`src/rtl/camera_capture_writer.sv`:
```
// Camera YUV422 capture: extracts luma bytes from the VSYNC/HREF stream
// and writes them linearly into the framebuffer write port.
module camera_capture_writer #(
    parameter int H_ACTIVE = 640,
    parameter int V_ACTIVE = 480,
    parameter int ADDR_W   = 20,
    parameter int Y_PHASE  = 0
) (
    input  logic              CLOCK_24,
    input  logic              rst_n,
    input  logic              capture_en,
    input  logic              cam_vsync,
    input  logic              cam_href,
    input  logic [7:0]        cam_d,
    output logic [7:0]        Y_in,
    output logic              en,
    output logic [ADDR_W-1:0] contador_C,
    output logic              frame_done,
    output logic              line_overrun,
    output logic              frame_short
);

    localparam int COL_W = $clog2(H_ACTIVE + 1);
    localparam int ROW_W = $clog2(V_ACTIVE + 1);
    localparam logic Y_BIT = 1'(Y_PHASE);

    typedef enum logic [1:0] {IDLE, SYNC, ACTIVE} state_t;

    state_t             state;
    logic               vs_r, vs_p, hr_r, hr_p;
    logic [7:0]         d_r;
    logic               phase;
    logic [COL_W-1:0]   col;
    logic [ROW_W-1:0]   row;
    logic [ADDR_W-1:0]  line_base;

    logic vs_fall, vs_rise, hr_rise, hr_fall;
    logic cur_ph, is_y, active_y, col_ok, row_ok, wr;
    logic [ROW_W-1:0] row_next;

    always_comb begin
        vs_fall  = vs_p & ~vs_r;
        vs_rise  = ~vs_p & vs_r;
        hr_rise  = ~hr_p & hr_r;
        hr_fall  = hr_p & ~hr_r;
        cur_ph   = hr_rise ? 1'b0 : phase;
        is_y     = hr_r && (cur_ph == Y_BIT);
        active_y = (state == ACTIVE) && is_y;
        col_ok   = col < COL_W'(H_ACTIVE);
        row_ok   = row < ROW_W'(V_ACTIVE);
        wr       = active_y && col_ok && row_ok;
        row_next = row;
        if (state == ACTIVE && hr_fall && row_ok)
            row_next = row + ROW_W'(1);
    end

    always_ff @(posedge CLOCK_24 or negedge rst_n) begin
        if (!rst_n) begin
            vs_r  <= 1'b0;
            vs_p  <= 1'b0;
            hr_r  <= 1'b0;
            hr_p  <= 1'b0;
            d_r   <= '0;
            phase <= 1'b0;
        end else begin
            vs_r  <= cam_vsync;
            vs_p  <= vs_r;
            hr_r  <= cam_href;
            hr_p  <= hr_r;
            d_r   <= cam_d;
            phase <= hr_r ? ~cur_ph : 1'b0;
        end
    end

    always_ff @(posedge CLOCK_24 or negedge rst_n) begin
        if (!rst_n) begin
            state        <= IDLE;
            col          <= '0;
            row          <= '0;
            line_base    <= '0;
            Y_in         <= '0;
            en           <= 1'b0;
            contador_C   <= '0;
            frame_done   <= 1'b0;
            line_overrun <= 1'b0;
            frame_short  <= 1'b0;
        end else begin
            en         <= 1'b0;
            frame_done <= 1'b0;
            unique case (state)
                IDLE: begin
                    if (capture_en)
                        state <= SYNC;
                end
                SYNC: begin
                    if (vs_fall) begin
                        state        <= ACTIVE;
                        col          <= '0;
                        row          <= '0;
                        line_base    <= '0;
                        contador_C   <= '0;
                        line_overrun <= 1'b0;
                    end
                end
                ACTIVE: begin
                    if (wr) begin
                        en         <= 1'b1;
                        Y_in       <= d_r;
                        contador_C <= line_base + ADDR_W'(col);
                        col        <= col + COL_W'(1);
                    end else if (active_y && row_ok) begin
                        line_overrun <= 1'b1;
                    end
                    // Line end is applied before a coincident frame end.
                    if (hr_fall) begin
                        col <= '0;
                        row <= row_next;
                        if (row_ok)
                            line_base <= line_base + ADDR_W'(H_ACTIVE);
                    end
                    if (vs_rise) begin
                        frame_done  <= 1'b1;
                        frame_short <= row_next < ROW_W'(V_ACTIVE);
                        state       <= capture_en ? SYNC : IDLE;
                    end
                end
                default: state <= IDLE;
            endcase
        end
    end

endmodule
```
`config.mk`:
```
export PLATFORM = sky130hd
export DESIGN_NAME = camera_capture_writer
export DESIGN_NICKNAME = d
export VERILOG_FILES = /design/src/rtl/camera_capture_writer.sv
export SDC_FILE = /design/constraint.sdc
export NUM_CORES = 1
export LEC_CHECK = 0
export CAP_MARGIN = 20
export CORE_MARGIN = 2
export CORE_UTILIZATION = 59
export DETAILED_ROUTE_END_ITERATION = 10
export PLACE_DENSITY = 0.9
export SLEW_MARGIN = 25
export SYNTH_ARGS = -nofsm -noshare
export SYNTH_HDL_FRONTEND = slang
export SYNTH_SLANG_ARGS = --single-unit
export TNS_END_PERCENT = 10
```
`constraint.sdc`:
```
create_clock -name CLOCK_24 -period 4.2 [get_ports CLOCK_24]
set_input_delay 0.42 -clock CLOCK_24 [delete_from_list [all_inputs] [get_ports CLOCK_24]]
set_output_delay 0.42 -clock CLOCK_24 [all_outputs]
set_load 0.01 [all_outputs]
```
==> flow_metrics.tcl, run 1 <==
set metrics [dict create \
    status "finished clean" \
    power.static_leakage_nw 1.88 \
    ys_types 46 \
    critPathKind "reg -> reg" \
    max_slew_margin 0.521 \
    syn_inst 350 \
    synth_edf_count 0 \
    synth_seq_area_share 0.554 \
    synthTopCellsByCount "79 x dfrtp_1, 65 x nand2_1, 32 x nand3_1" \
    numClockSinks 79 \
    layout_setup_ws_ps 1990 \
    gr-total-overflow 0 \
    diodes 0 \
    slew_violations 0 \
    antenna_found_initial 0 \
    ys_ff_latch 79 \
    power_density_nw_per_um2 444 \
    dominantRegCellSynth "dfrtp_1" \
    area_delta_synth_final_pct 19.0 \
    fin_total_pwr_mw 1.89 \
    post_drt_wl_per_cell_microns 16.1 \
    wirelength_mm 7.58 \
    regToRegSetupSlack_ps 1990 \
    cts_buffers 9 \
    fin_tns_setup_ps 0 \
    portBuffers 44 \
    grt_start_max_net_pins 80 \
    ios 45 \
    clock_latency_ps 360 \
    worstMarginPinSlew_ps 718 \
    worst_clock_skew_ps 8.54 \
    synth_area_leaders "dfrtp_1 55%, nand2_1 6.8%, nand3_1 4.5%" \
    final_util 0.722 \
    grt_pass1_vias 2719 \
    grt_pass1_wl_mm 12.8 \
    start_kind "flop" \
    first_pass_iters 4 \
    path_clk_slew_ps 80 \
    nets 410 \
    hold_buffers 0 \
    dp_slack_ps 2090 \
    fin_crit_sh 0.526 \
    num_rows 28 \
    worst_setup_path_end_kind "flop" \
    syn_avg_cell_area_sq_um 10.2 \
    final_layout_size_suffix_gt1_frac 0.0808 \
    hpwl_mm 5.06 \
    grt_usage 0.255 \
    synth_top_area_frac 0.554 \
    fin_crit_ps 2210 \
    setup_violations 0 \
    final_area_sq_um 4250 \
    critPathRequiredTime_ps 4420 \
    viasPerCell 5.86 \
    syn-num-nets 369 \
    critPathMaxFanout 19 \
    holdCritPathClass "in -> async" \
    cts_max_level 3 \
    drv_cap 0 \
    netlist_area_sq_um 3570 \
    place.gp.congestion 0.826 \
    worstPathArrival_ps 2430 \
    ir_drop_mv 0.339 \
    core_sq_um 5890 \
    synth_top_area_cell "dfrtp_1" \
    cts_root_buf "clkbuf_8" \
    die_width_microns 81.8 \
    initial_utilization 0.606 \
    drc 0 \
    yosysMostFrequentCell "dfrtp_1" \
    reg2reg_depth 5 \
    async_flop_share 1.00 \
    r2r_end "line_base[15]$_DFFE_PN0P_" \
    dieHeight_microns 81.8 \
    dieArea_sq_um 6690 \
    fmax_mhz 453 \
    drtAntennaViolNets 0 \
    place_area_sq_um 4030 \
    vias 2758 \
    clock_tree.buffer_depth 2 \
    ctsResizeCount 0 \
    drt_iter0_markers 198 \
    final-hold-violation-count 0 \
    cts_setup_buffers 0 \
    yosys_warnings 0 \
    r2r_start "state[1]$_DFFE_PN0P_" \
    grt_setup_unrepaired "no" \
    cts_tree "built" \
]
worst max-delay path by stage:
stage,cells past startpoint,from,end
after floorplan,7,col[8]$_DFFE_PN0P_,contador_C[16]$_DFFE_PN0P_
after global placement,5,state[1]$_DFFE_PN0P_,line_base[15]$_DFFE_PN0P_
after detailed placement,5,state[1]$_DFFE_PN0P_,line_base[18]$_DFFE_PN0P_
after CTS,5,state[1]$_DFFE_PN0P_,line_base[15]$_DFFE_PN0P_
after global routing,5,state[1]$_DFFE_PN0P_,line_base[15]$_DFFE_PN0P_
final,5,state[1]$_DFFE_PN0P_,line_base[15]$_DFFE_PN0P_
layout make-up:
class	instances	area, sq um
Fill cell	390	1640
Timing Repair Buffer	45	449
Sequential cell	79	1980
Multi-Input combinational cell	252	1490
Inverter	4	15.0
Tap cell	75	93.8
Clock buffer	9	124
Clock inverter	7	95.1
state kept, by name, indices dropped and copies added (netlist names):
register,flops
hr_p,1
hr_r,1
state,2
frame_short,1
vs_p,1
line_base,13
d_r,8
col,10
frame_done,1
Y_in,8
row,9
en,1
vs_r,1
contador_C,20
phase,1
line_overrun,1
layer usage:
metal / vias up / GRT usage / routed length [microns]
li1: 1281 / - / -
met1: 1373 / 0.328 / 3100
met2: 86 / 0.425 / 4020
met3: 18 / 0.0385 / 308
met4: 0 / 0.118 / 146
met5: - / 0 / 0
cell usage in the layout (no fill, tap or decap), drive strengths merged, types with 9 or more instances in the layout:
cell type      instances
dfrtp                 79
nand2                 66
clkdlybuf4s50         43
nand3                 32
nor2                  30
o21ai                 22
xnor2                 17
xor2                  13
a21oi                 11
clkbuf                 9
nor4                   9
metrics by stage:
stage	cells	hold WS (ps)
2_1_floorplan	350	124
3_3_place_gp	455	391
3_5_place_dp	455	417
4_1_cts	471	243
5_1_grt	471	149
6_report	471	55.0
worst max-delay path: stages, from the launching register on:
cell      delay [ps]
dfrtp_1          440
and4bb_1         750
a21oi_4          220
nor4_1           420
xnor2_1          190
nor2_1            50
where the power goes:
part	internal, mW	switching [mW]	total (mW)
Clock	0.337	0.289	0.626
Sequential	0.844	0.0816	0.926
Combinational	0.157	0.179	0.336
logic make-up after synthesis:
family,synth area share
buf+inv,0.0273
xor+xnor,0.0736
mux,0.00281
compound gates,0.0761
flops,0.554
fa+ha+maj,0.0210
simple gates,0.245
Power figures use the tool's default switching activity.
==> run 2, diff against run 1 <==
CORE_UTILIZATION = 55   (was 59)
PLACE_DENSITY = 0.85   (was 0.9)
clock period = 2.3 ns   (was 4.2 ns; I/O delays follow)
==> run 2 against run 1 <==
Effect of this change: die area increased by 6.9%; global-route usage decreased by 3.9 points; critical path depth unchanged; via count decreased by 3.6%; flip-flop and latch count unchanged; first-iteration DRC count increased by 11%; sequential share of layout area decreased by 0.31 points; critical path type unchanged; setup slack got worse by 1700 ps; routed wire length decreased by 8.2%.
==> flow_metrics.tcl, run 2 (synthesis gave the netlist of run 1 again) <==
set metrics [dict create \
    final_layout_size_suffix_gt1_frac 0.0896 \
    status "finished clean" \
    r2r_start "state[0]$_DFFE_PN0P_" \
    numClockSinks 79 \
    hold_buffers 0 \
    ir_drop_mv 0.675 \
    hold_slack_ps 303 \
    reg2reg_depth 5 \
    portBuffers 44 \
    power_density_nw_per_um2 779 \
    hpwl_mm 4.79 \
    holdPathStages 1 \
    ios 45 \
    wirelength_mm 6.96 \
    cts_tree "built" \
    power.static_leakage_nw 1.88 \
    regToRegSetupSlack_ps 280 \
    clock_tree.buffer_depth 2 \
    setup_violations 0 \
    fmax_mhz 496 \
    top_regs "contador_C: 20 flops, line_base: 13 flops, col: 10 flops" \
    worstPathArrival_ps 2250 \
    initial_utilization 0.565 \
    die_width_microns 84.6 \
    fin_tns_setup_ps 0 \
    critPathMaxFanout 8 \
    grt_usage 0.215 \
    max_slew_margin 0.549 \
    slew_violations 0 \
    r2r_end "frame_short$_DFFE_PN0P_" \
    final-hold-violation-count 0 \
    final_cell_mix "79 x dfrtp_1, 65 x nand2_1, 43 x clkdlybuf4s50_1" \
    grt_use_met2 0.349 \
    viasPerCell 5.55 \
    diodes 0 \
    worst_clock_skew_ps 9.71 \
    post_drt_wl_per_cell_microns 14.5 \
    worstMarginPinSlew_ps 677 \
    cts_root_buf "clkbuf_8" \
    holdCritPathClass "in -> reg" \
    fin_crit_ps 2020 \
    ctsResizeCount 0 \
    clock_latency_ps 360 \
    met3_usage 0.0393 \
    drt_iter0_markers 219 \
    drc 0 \
    grt_util_met1 0.289 \
    grt_pass1_wl_mm 12.3 \
    grt_start_max_net_pins 80 \
    core_sq_um 6310 \
    critPathKind "reg -> reg" \
    top_register "contador_C" \
    fin_crit_sh 0.877 \
    grt_pass1_vias 2618 \
    fin_total_pwr_mw 3.33 \
    nets 416 \
    worst_setup_path_end_kind "flop" \
    cts_max_level 3 \
    num_rows 29 \
    dieHeight_microns 84.6 \
    area_delta_synth_final_pct 19.8 \
    antenna_found_initial 0 \
    min_from "cam_d[7]" \
    layout.cells.most_common "dfrtp_1" \
    vias 2658 \
    drtAntennaViolNets 0 \
    cts_setup_buffers 0 \
    first_pass_iters 4 \
    dieArea_sq_um 7150 \
    grt_setup_unrepaired "no" \
    place.gp.congestion 0.859 \
    grt_busiest_layer "met2" \
    path_clk_slew_ps 90 \
    cts_buffers 9 \
    drv_cap 0 \
    start_kind "flop" \
    largest_reg_flops 20 \
    critPathRequiredTime_ps 2530 \
    hold_path_end "d_r[7]$_DFF_PN0_" \
    gr-total-overflow 0 \
]
## run 2: changes by cell type in the layout (fill, tap and decap cells not counted)
| cell | previous run | this run |
|---|---|---|
| clkinvlp_4 | 1 | 3 |
| inv_6 | 2 | 1 |
| clkinv_2 | 2 | 0 |
| bufinv_16 | 2 | 1 |
| clkbuf_1 | 0 | 1 |
| buf_4 | 1 | 6 |
| dlygate4sd3_1 | 0 | 1 |
| clkinv_4 | 0 | 1 |
## run 2: worst max path at each step
stage	from	cells after the start	end	slack (ps)
after CTS	state[0]$_DFFE_PN0P_	5	frame_short$_DFFE_PN0P_	290
final	state[0]$_DFFE_PN0P_	5	frame_short$_DFFE_PN0P_	280
after detailed placement	state[0]$_DFFE_PN0P_	5	frame_short$_DFFE_PN0P_	290
after global placement	state[0]$_DFFE_PN0P_	5	frame_short$_DFFE_PN0P_	440
after global routing	state[0]$_DFFE_PN0P_	5	frame_short$_DFFE_PN0P_	80
after floorplan	col[8]$_DFFE_PN0P_	7	contador_C[16]$_DFFE_PN0P_	580
## run 2: per-stage QoR
stage               utilization  instances  cell area (sq um)  worst slack [ps]
finish                    0.677        479               4280               282
global route              0.677        479               4280              78.3
CTS                       0.675        478               4260               286
detailed placement        0.644        462               4070               293
global placement          0.644        462               4070               442
floorplan                     -        350               3570               585
## run 2: per-layer routing
layer | wire, microns | vias up | share of wire
li1 | - | 1301 | -
met1 | 3120 | 1289 | 0.45
met2 | 3450 | 60 | 0.50
met3 | 269 | 8 | 0.039
met4 | 116 | 0 | 0.017
met5 | 0 | - | 0
## run 2: power breakdown
group	leakage (nW)	total [mW]	switching (mW)	internal, mW
registers	1.05	1.69	0.144	1.54
logic	0.742	0.621	0.320	0.301
clock network	0.0891	1.02	0.517	0.507
## run 2: area by class of cell
cell class | count | area [sq um]
multi-input combinational | 252 | 1490
clock buffer | 10 | 128
tap | 77 | 96.3
sequential | 79 | 1980
fill | 463 | 2040
clock inverter | 6 | 70.1
inverter | 4 | 15.0
timing repair buffer | 51 | 497
## run 2: worst max-delay path, stage by stage (launching register included)
cell,delay [ps]
dfrtp_1,450
nand4bb_1,430
nor4_2,450
xnor2_1,140
nor4_1,310
a21oi_1,110
